===== src/rtl/img_stream_loader_pkg.sv =====
// ---------------------------------------------------------------------------
// img_loader_pkg
// Shared types and defaults for the image stream loader.
//   - loader_state_e : FSM states of the loader
//   - DEF_*          : default parameter values
//   - addr_w_of()    : address width needed to index a frame of `size` pixels
// ---------------------------------------------------------------------------
package img_loader_pkg;

  function automatic int addr_w_of(input int size);
    // A one-pixel frame still needs a 1-bit address bus.
    return (size > 1) ? $clog2(size) : 1;
  endfunction

  localparam int DEF_WIDTH         = 32;
  localparam int DEF_SIZE          = 1024;
  localparam int DEF_ADDR_W        = addr_w_of(DEF_SIZE);
  localparam int DEF_KERNEL_CYCLES = 40000;

  typedef enum logic [2:0] {
    IDLE,
    LOAD,
    START,
    KICK,
    RUN,
    DONE
  } loader_state_e;

endpackage


===== src/rtl/img_stream_loader_if.sv =====
// ---------------------------------------------------------------------------
// img_stream_loader_if
// Bundles the pixel stream, the image-memory write port and the kernel
// control/status strobes of the loader.
//   slave  : the loader side (sinks the stream, drives memory and status)
//   master : the environment side (sources the stream, observes the rest)
// ---------------------------------------------------------------------------
interface img_stream_loader_if #(
  parameter int WIDTH  = 32,
  parameter int ADDR_W = 10
);
  logic              in_valid;
  logic [WIDTH-1:0]  in_data;
  logic              in_last;
  logic              in_ready;
  logic              img_p0_addr_en;
  logic [ADDR_W-1:0] img_p0_addr_data;
  logic              img_p0_wr_en;
  logic [WIDTH-1:0]  img_p0_wr_data;
  logic              t;
  logic              busy;
  logic              frame_done;
  logic              frame_err;

  modport slave (
    input  in_valid, in_data, in_last,
    output in_ready, img_p0_addr_en, img_p0_addr_data, img_p0_wr_en,
           img_p0_wr_data, t, busy, frame_done, frame_err
  );

  modport master (
    output in_valid, in_data, in_last,
    input  in_ready, img_p0_addr_en, img_p0_addr_data, img_p0_wr_en,
           img_p0_wr_data, t, busy, frame_done, frame_err
  );
endinterface


===== src/rtl/img_stream_loader_down_counter.sv =====
// ---------------------------------------------------------------------------
// loader_down_counter
// Loadable down-counter with a zero flag; times the kernel run.
//   clk, rst    : clock, asynchronous active-high reset (count -> 0)
//   i_load      : load i_load_val (has priority over i_dec)
//   i_load_val  : value to load
//   i_dec       : decrement by one; saturates at zero
//   o_zero      : count is zero
// ---------------------------------------------------------------------------
module loader_down_counter #(
  parameter int W = 8
) (
  input  logic         clk,
  input  logic         rst,
  input  logic         i_load,
  input  logic [W-1:0] i_load_val,
  input  logic         i_dec,
  output logic         o_zero
);
  logic [W-1:0] r_count;

  always_ff @(posedge clk or posedge rst) begin
    if (rst) begin
      r_count <= '0;
    end else if (i_load) begin
      r_count <= i_load_val;
    end else if (i_dec && (r_count != '0)) begin
      r_count <= r_count - W'(1);
    end
  end

  assign o_zero = (r_count == '0);
endmodule


===== src/rtl/img_stream_loader.sv =====
// ---------------------------------------------------------------------------
// img_stream_loader
// Loads one image frame from a valid/ready pixel stream into image memory,
// pulses the kernel start strobe once the last write has been presented,
// waits KERNEL_CYCLES and then reports frame completion.
//   clk, rst  : clock, asynchronous active-high reset
//   bus       : slave side of img_stream_loader_if
//               stream  in_valid/in_data/in_last -> in_ready
//               memory  img_p0_addr_en/addr_data/wr_en/wr_data
//               status  t (kernel start), busy, frame_done, frame_err
// ---------------------------------------------------------------------------
module img_stream_loader
  import img_loader_pkg::*;
#(
  parameter int WIDTH         = DEF_WIDTH,
  parameter int SIZE          = DEF_SIZE,
  parameter int ADDR_W        = addr_w_of(SIZE),
  parameter int KERNEL_CYCLES = DEF_KERNEL_CYCLES
) (
  input logic                clk,
  input logic                rst,
  img_stream_loader_if.slave bus
);
  localparam int PCW   = ADDR_W + 1;
  localparam int CNT_W = $clog2(KERNEL_CYCLES) + 1;

  localparam logic [PCW-1:0]   LAST_IDX = PCW'(SIZE - 1);
  localparam logic [PCW-1:0]   PIX_ONE  = PCW'(1);
  localparam logic [CNT_W-1:0] RUN_LOAD = CNT_W'(KERNEL_CYCLES - 1);

  loader_state_e     r_state, w_state_next;
  logic [PCW-1:0]    r_pix_cnt, w_pix_cnt_next;
  logic              r_frame_err, w_err_next;
  logic              r_wr_en;
  logic [ADDR_W-1:0] r_addr;
  logic [WIDTH-1:0]  r_wr_data;
  logic              w_in_ready;
  logic              w_accept;
  logic              w_cnt_load;
  logic              w_cnt_dec;
  logic              w_cnt_zero;

  // in_ready is a decode of the state register, so it is stable for the
  // whole cycle and changes only on a clock edge.
  assign w_in_ready = (r_state == IDLE) || (r_state == LOAD);
  assign w_accept   = bus.in_valid && w_in_ready;

  always_ff @(posedge clk or posedge rst) begin
    if (rst) begin
      r_state     <= IDLE;
      r_pix_cnt   <= '0;
      r_frame_err <= 1'b0;
      r_wr_en     <= 1'b0;
      r_addr      <= '0;
      r_wr_data   <= '0;
    end else begin
      r_state     <= w_state_next;
      r_pix_cnt   <= w_pix_cnt_next;
      r_frame_err <= w_err_next;
      r_wr_en     <= w_accept;
      // Address/data hold their last value when nothing is accepted.
      if (w_accept) begin
        r_addr    <= r_pix_cnt[ADDR_W-1:0];
        r_wr_data <= bus.in_data;
      end
    end
  end

  always_comb begin
    w_state_next   = r_state;
    w_pix_cnt_next = r_pix_cnt;
    w_err_next     = 1'b0;
    w_cnt_load     = 1'b0;
    w_cnt_dec      = 1'b0;
    case (r_state)
      // IDLE always holds a zero count, so it shares LOAD's accept logic;
      // this also covers a one-pixel frame finishing straight from IDLE.
      IDLE, LOAD: begin
        if (w_accept) begin
          if (r_pix_cnt == LAST_IDX) begin
            w_state_next   = START;
            w_pix_cnt_next = '0;
            w_err_next     = !bus.in_last;   // missing last: keep going
          end else if (bus.in_last) begin
            w_state_next   = IDLE;           // early last: drop the frame
            w_pix_cnt_next = '0;
            w_err_next     = 1'b1;
          end else begin
            w_state_next   = LOAD;
            w_pix_cnt_next = r_pix_cnt + PIX_ONE;
          end
        end
      end
      START: w_state_next = KICK;
      KICK: begin
        w_cnt_load   = 1'b1;
        w_state_next = RUN;
      end
      RUN: begin
        if (w_cnt_zero) begin
          w_state_next = DONE;
        end else begin
          w_cnt_dec = 1'b1;
        end
      end
      DONE:    w_state_next = IDLE;
      default: w_state_next = IDLE;
    endcase
  end

  loader_down_counter #(
    .W (CNT_W)
  ) u_run_cnt (
    .clk        (clk),
    .rst        (rst),
    .i_load     (w_cnt_load),
    .i_load_val (RUN_LOAD),
    .i_dec      (w_cnt_dec),
    .o_zero     (w_cnt_zero)
  );

  assign bus.in_ready         = w_in_ready;
  assign bus.img_p0_addr_en   = r_wr_en;
  assign bus.img_p0_addr_data = r_addr;
  assign bus.img_p0_wr_en     = r_wr_en;
  assign bus.img_p0_wr_data   = r_wr_data;
  assign bus.t                = (r_state == KICK);
  assign bus.busy             = (r_state != IDLE);
  assign bus.frame_done       = (r_state == DONE);
  assign bus.frame_err        = r_frame_err;
endmodule


===== src/flat_wrapper.sv =====
// flat-port wrapper written by rule: the top's interface ports become plain ports
module img_stream_loader_flat import img_loader_pkg::*;
#(
  parameter int WIDTH         = DEF_WIDTH,
  parameter int SIZE          = DEF_SIZE,
  parameter int ADDR_W        = addr_w_of(SIZE),
  parameter int KERNEL_CYCLES = DEF_KERNEL_CYCLES
)
  (clk, rst, bus_in_valid, bus_in_data, bus_in_last, bus_in_ready, bus_img_p0_addr_en, bus_img_p0_addr_data, bus_img_p0_wr_en, bus_img_p0_wr_data, bus_t, bus_busy, bus_frame_done, bus_frame_err);
  img_stream_loader_if #(.WIDTH(WIDTH), .ADDR_W(ADDR_W)) bus_i ();
  input logic clk;
  input logic rst;
  input wire logic [$bits(bus_i.in_valid)-1:0] bus_in_valid;
  input wire logic [$bits(bus_i.in_data)-1:0] bus_in_data;
  input wire logic [$bits(bus_i.in_last)-1:0] bus_in_last;
  output wire logic [$bits(bus_i.in_ready)-1:0] bus_in_ready;
  output wire logic [$bits(bus_i.img_p0_addr_en)-1:0] bus_img_p0_addr_en;
  output wire logic [$bits(bus_i.img_p0_addr_data)-1:0] bus_img_p0_addr_data;
  output wire logic [$bits(bus_i.img_p0_wr_en)-1:0] bus_img_p0_wr_en;
  output wire logic [$bits(bus_i.img_p0_wr_data)-1:0] bus_img_p0_wr_data;
  output wire logic [$bits(bus_i.t)-1:0] bus_t;
  output wire logic [$bits(bus_i.busy)-1:0] bus_busy;
  output wire logic [$bits(bus_i.frame_done)-1:0] bus_frame_done;
  output wire logic [$bits(bus_i.frame_err)-1:0] bus_frame_err;
  assign bus_i.in_valid = bus_in_valid;
  assign bus_i.in_data = bus_in_data;
  assign bus_i.in_last = bus_in_last;
  assign bus_in_ready = bus_i.in_ready;
  assign bus_img_p0_addr_en = bus_i.img_p0_addr_en;
  assign bus_img_p0_addr_data = bus_i.img_p0_addr_data;
  assign bus_img_p0_wr_en = bus_i.img_p0_wr_en;
  assign bus_img_p0_wr_data = bus_i.img_p0_wr_data;
  assign bus_t = bus_i.t;
  assign bus_busy = bus_i.busy;
  assign bus_frame_done = bus_i.frame_done;
  assign bus_frame_err = bus_i.frame_err;
  img_stream_loader #(.WIDTH(WIDTH), .SIZE(SIZE), .ADDR_W(ADDR_W), .KERNEL_CYCLES(KERNEL_CYCLES)) u_core (.clk(clk), .rst(rst), .bus(bus_i));
endmodule

===== config.mk =====
export PLATFORM = sky130hd
export DESIGN_NAME = img_stream_loader_flat
export DESIGN_NICKNAME = d
export VERILOG_FILES = /design/src/rtl/img_stream_loader_pkg.sv /design/src/rtl/img_stream_loader_if.sv /design/src/rtl/img_stream_loader_down_counter.sv /design/src/rtl/img_stream_loader.sv /design/src/flat_wrapper.sv
export SDC_FILE = /design/constraint.sdc
export NUM_CORES = 1
export LEC_CHECK = 0
export CORE_MARGIN = 8
export CORE_UTILIZATION = 40
export DETAILED_ROUTE_END_ITERATION = 16
export DONT_BUFFER_PORTS = 1
export GPL_TIMING_DRIVEN = 0
export HOLD_SLACK_MARGIN = 0.12
export PLACE_DENSITY_LB_ADDON = 0.25
export SLEW_MARGIN = 20
export SYNTH_ARGS = -nofsm -noshare
export SYNTH_HDL_FRONTEND = slang
export SYNTH_SLANG_ARGS = --single-unit

===== constraint.sdc =====
create_clock -name clk -period 7 [get_ports clk]
set_clock_uncertainty 0.1 [all_clocks]
set_input_delay 1.75 -clock clk [delete_from_list [all_inputs] [get_ports clk]]
set_output_delay 1.75 -clock clk [all_outputs]
set_load 0.02 [all_outputs]

==> impl_metrics.ini <==
[run_status]
outcome = completed

[power]
vdd_drop_max_mv = 0.09752
netSwitchingFraction_pct = 22.65
p_leak_nw = 1.849
p_total_mw = 0.7416
p_int_mw = 0.5737
seqPwrFrac_pct = 58.4
power_density_nw_per_um2 = 200.3
clock_power_share_pct = 40.1
combPwrFrac_pct = 1.6
power.switching_mw = 0.1680

[layout]
nets = 418
fillers = 813
diodes = 0
multi_input_area_um2 = 1399
ff_latch_area_um2 = 1877
drive_above_1_share_pct = 7.813
syn2layout_area_growth_pct = 10.08

[synth]
synth_area_um2 = 3363
syn_nets = 406
yosys-top-cells-count = nand2_1 (143), dfrtp_1 (75), nor2_1 (24)
yosys_most_used_dff = dfrtp_1
ys_warn_count = 0
synth.avg_cell_area_um2 = 9.164
yosysTopAreaCell = dfrtp_1
synth.top_cell.area_share_pct = 55.80
synth_seq_cells = 75
synth-async-reset-ratio_pct = 100.0
netlist_top_cells_area = dfrtp_1 (56%), nand2_1 (16%), nor2_1 (2.7%), mux2i_1 (2.4%), nand4_1 (1.5%)
synthDistinctLibCells = 48
yosysMostFrequentCell = nand2_1
synth-edff-count = 0
seq_area_frac_synth_pct = 55.80
netlist_instances = 367

[sta]
setup_slack_ns = 3.418
worst_pin_slew_ns = 0.7336
grt_setup_unrepaired = no
slew_viol_final = 0
tns_ns = 0
relSlewSlack_pct = 50.64
setup_viol = 0
fin_hold_ws_ns = 0.4276
hold_viol = 0
max_freq_mhz = 279.2
post-route-period-util_pct = 51.17
min_period_ns = 3.582

[critical_path]
critPathTopFamily = buffers and inverters
reg2regPathDepth = 8
cpMaxStageDelayCell = clkbuf_1
regToRegEndpoint = u_core.bus.img_p0_wr_data[22]
startpoint_type = flip-flop
cp.buffers_inverters = 2
worstPathMaxFanout = 10
rrSetupSlack_ns = 4.60
cp.arrival_ns = 1.73
critPathKind = reg -> out
path_cells = nand3b_1 -> inv_1 -> clkbuf_1
worstSetupEndpointType = output port
cp_slowest_stage_delay_ns = 0.53
worstReg2RegStart = u_core.r_state[1]
worstPathRequired_ns = 5.15

[detailed_routing]
num_vias = 2548
antenna_left = 0
remaining_drc_errors = 0
wl_per_cell_um = 15.51
drt-vias-per-instance = 5.211
drt-total-wl_um = 7583
initialDrtViolationCount = 117
dr.pass1.iters = 4

[floorplan]
core-area_um2 = 8175
num_rows = 33
ios = 85
fp.dieH_um = 107.7
start_util_pct = 41.14
die_w_um = 107.7
die_area_um2 = 11600

[placed_design]
place_hpwl_um = 5601
io_buffer_count = 0
gp_congestion = 0.7777
dp_slack_ns = 3.739

[clock_network]
htree_num_levels = 3
cts_buffers = 9
cts_num_sinks = 75
cts_resized = 0
cts_tree = yes
clkTransAtPathRegs_ns = 0.07
clockBufferDepth = 2
clkLatencyLatePin_ns = 0.34
cts_root_buf = clkbuf_8
hold_buffers = 0
post_cts_buffers = 0

[worst_hold_path]
holdPathEnd = u_core.r_pix_cnt[10]
hp-start = u_core.r_pix_cnt[10]
hp-class = reg -> reg
holdPathStages = 2

[global_routing]
antenna_found_initial = 0
grt-ovfl-total = 0
grt_pass1_vias = 2585
grt_max_degree = 49
grt_pass1_wl_um = 12650
grtUsageTotal_pct = 13.51

[flow_run]
maxCapViolCount = 0
==> routing by layer <==
layer  up-vias  GRT usage (%)  share of wire (%)
li1       1247              -                  -
met1      1219          16.51                 45
met2        74          20.75                 46
met3         8          4.970                8.3
met4         0          6.244                1.2
met5         -              0                  0
==> cell families (layout without fill, tap and decap cells) <==
family / Yosys count / after routing / synth area share (%)
AO/OA/AOI/OAI: 27 / 27 / 5.543
XOR/XNOR: 7 / 7 / 1.823
adder cells (fa/ha/maj): 3 / 3 / 1.116
buffers and inverters: 22 / 39 / 2.604
flip-flops: 75 / 75 / 55.80
multiplexers: 8 / 8 / 2.381
AND/OR/NAND/NOR: 225 / 225 / 30.73
==> worst min-delay path: stages (launching register included) <==
cell	delay, ns
dfrtp_1	0.38
o21ai_0	0.07
a21oi_1	0.05
==> worst max-delay path by stage <==
stage	start	end	cells after the start
6_report	u_core.r_state[2]	bus_t	3
3_3_place_gp	rst	u_core.bus.img_p0_addr_data[6]	1
5_1_grt	u_core.r_state[2]	bus_t	3
4_1_cts	u_core.r_state[2]	bus_t	3
3_5_place_dp	u_core.r_state[2]	bus_t	3
2_1_floorplan	rst	u_core.bus.frame_err	1
==> layout make-up <==
| type | instances | area share (%) |
|---|---|---|
| well taps | 105 | 3.548 |
| repair buffers | 1 | 0.7435 |
| flip-flops and latches | 75 | 50.69 |
| clock buffers | 10 | 3.717 |
| clock inverters | 6 | 1.081 |
| multi-input cells | 270 | 37.78 |
| plain buffers | 15 | 1.656 |
| inverters | 7 | 0.7773 |
==> power by group through the flow <==
| stage | registers, mW | clock network (mW) | logic, mW |
|---|---|---|---|
| 2_1_floorplan | 0.442 | 0 | 0.00774 |
| 3_3_place_gp | 0.442 | 0 | 0.0106 |
| 3_5_place_dp | 0.441 | 0 | 0.0128 |
| 4_1_cts | 0.433 | 0.312 | 0.0127 |
| 5_1_grt | 0.433 | 0.326 | 0.0139 |
| 6_report | 0.433 | 0.297 | 0.0118 |
==> flip-flops by register name, summed over array words and instances, names as in the netlist <==
signal                       flops
u_core.bus.frame_err             1
u_core.r_state                   3
u_core.u_run_cnt.r_count        17
u_core.bus.img_p0_addr_en        1
u_core.bus.img_p0_wr_data       32
u_core.r_pix_cnt                11
u_core.bus.img_p0_addr_data     10
==> metrics by stage <==
step                utilization [%]  cells  instance area, um^2
finish                        45.29    489                 3702
CTS                           45.29    489                 3702
global route                  45.29    489                 3702
global placement              42.75    472                 3495
detailed placement            43.11    473                 3525
floorplan                         -    367                 3363
==> layout by cell type (no fill, tap or decap), types with 6 or more instances in the layout <==
cell type and n:
dfrtp_1 75, or4_1 6, o21ai_0 7, mux2i_1 8, nand3_1 9, a21oi_1 7
nor2_1 24, nand4_1 8, inv_1 6, nand2_1 143, clkbuf_8 10, clkbuf_1 13
Note: power is estimated with default switching activity, not from simulation.
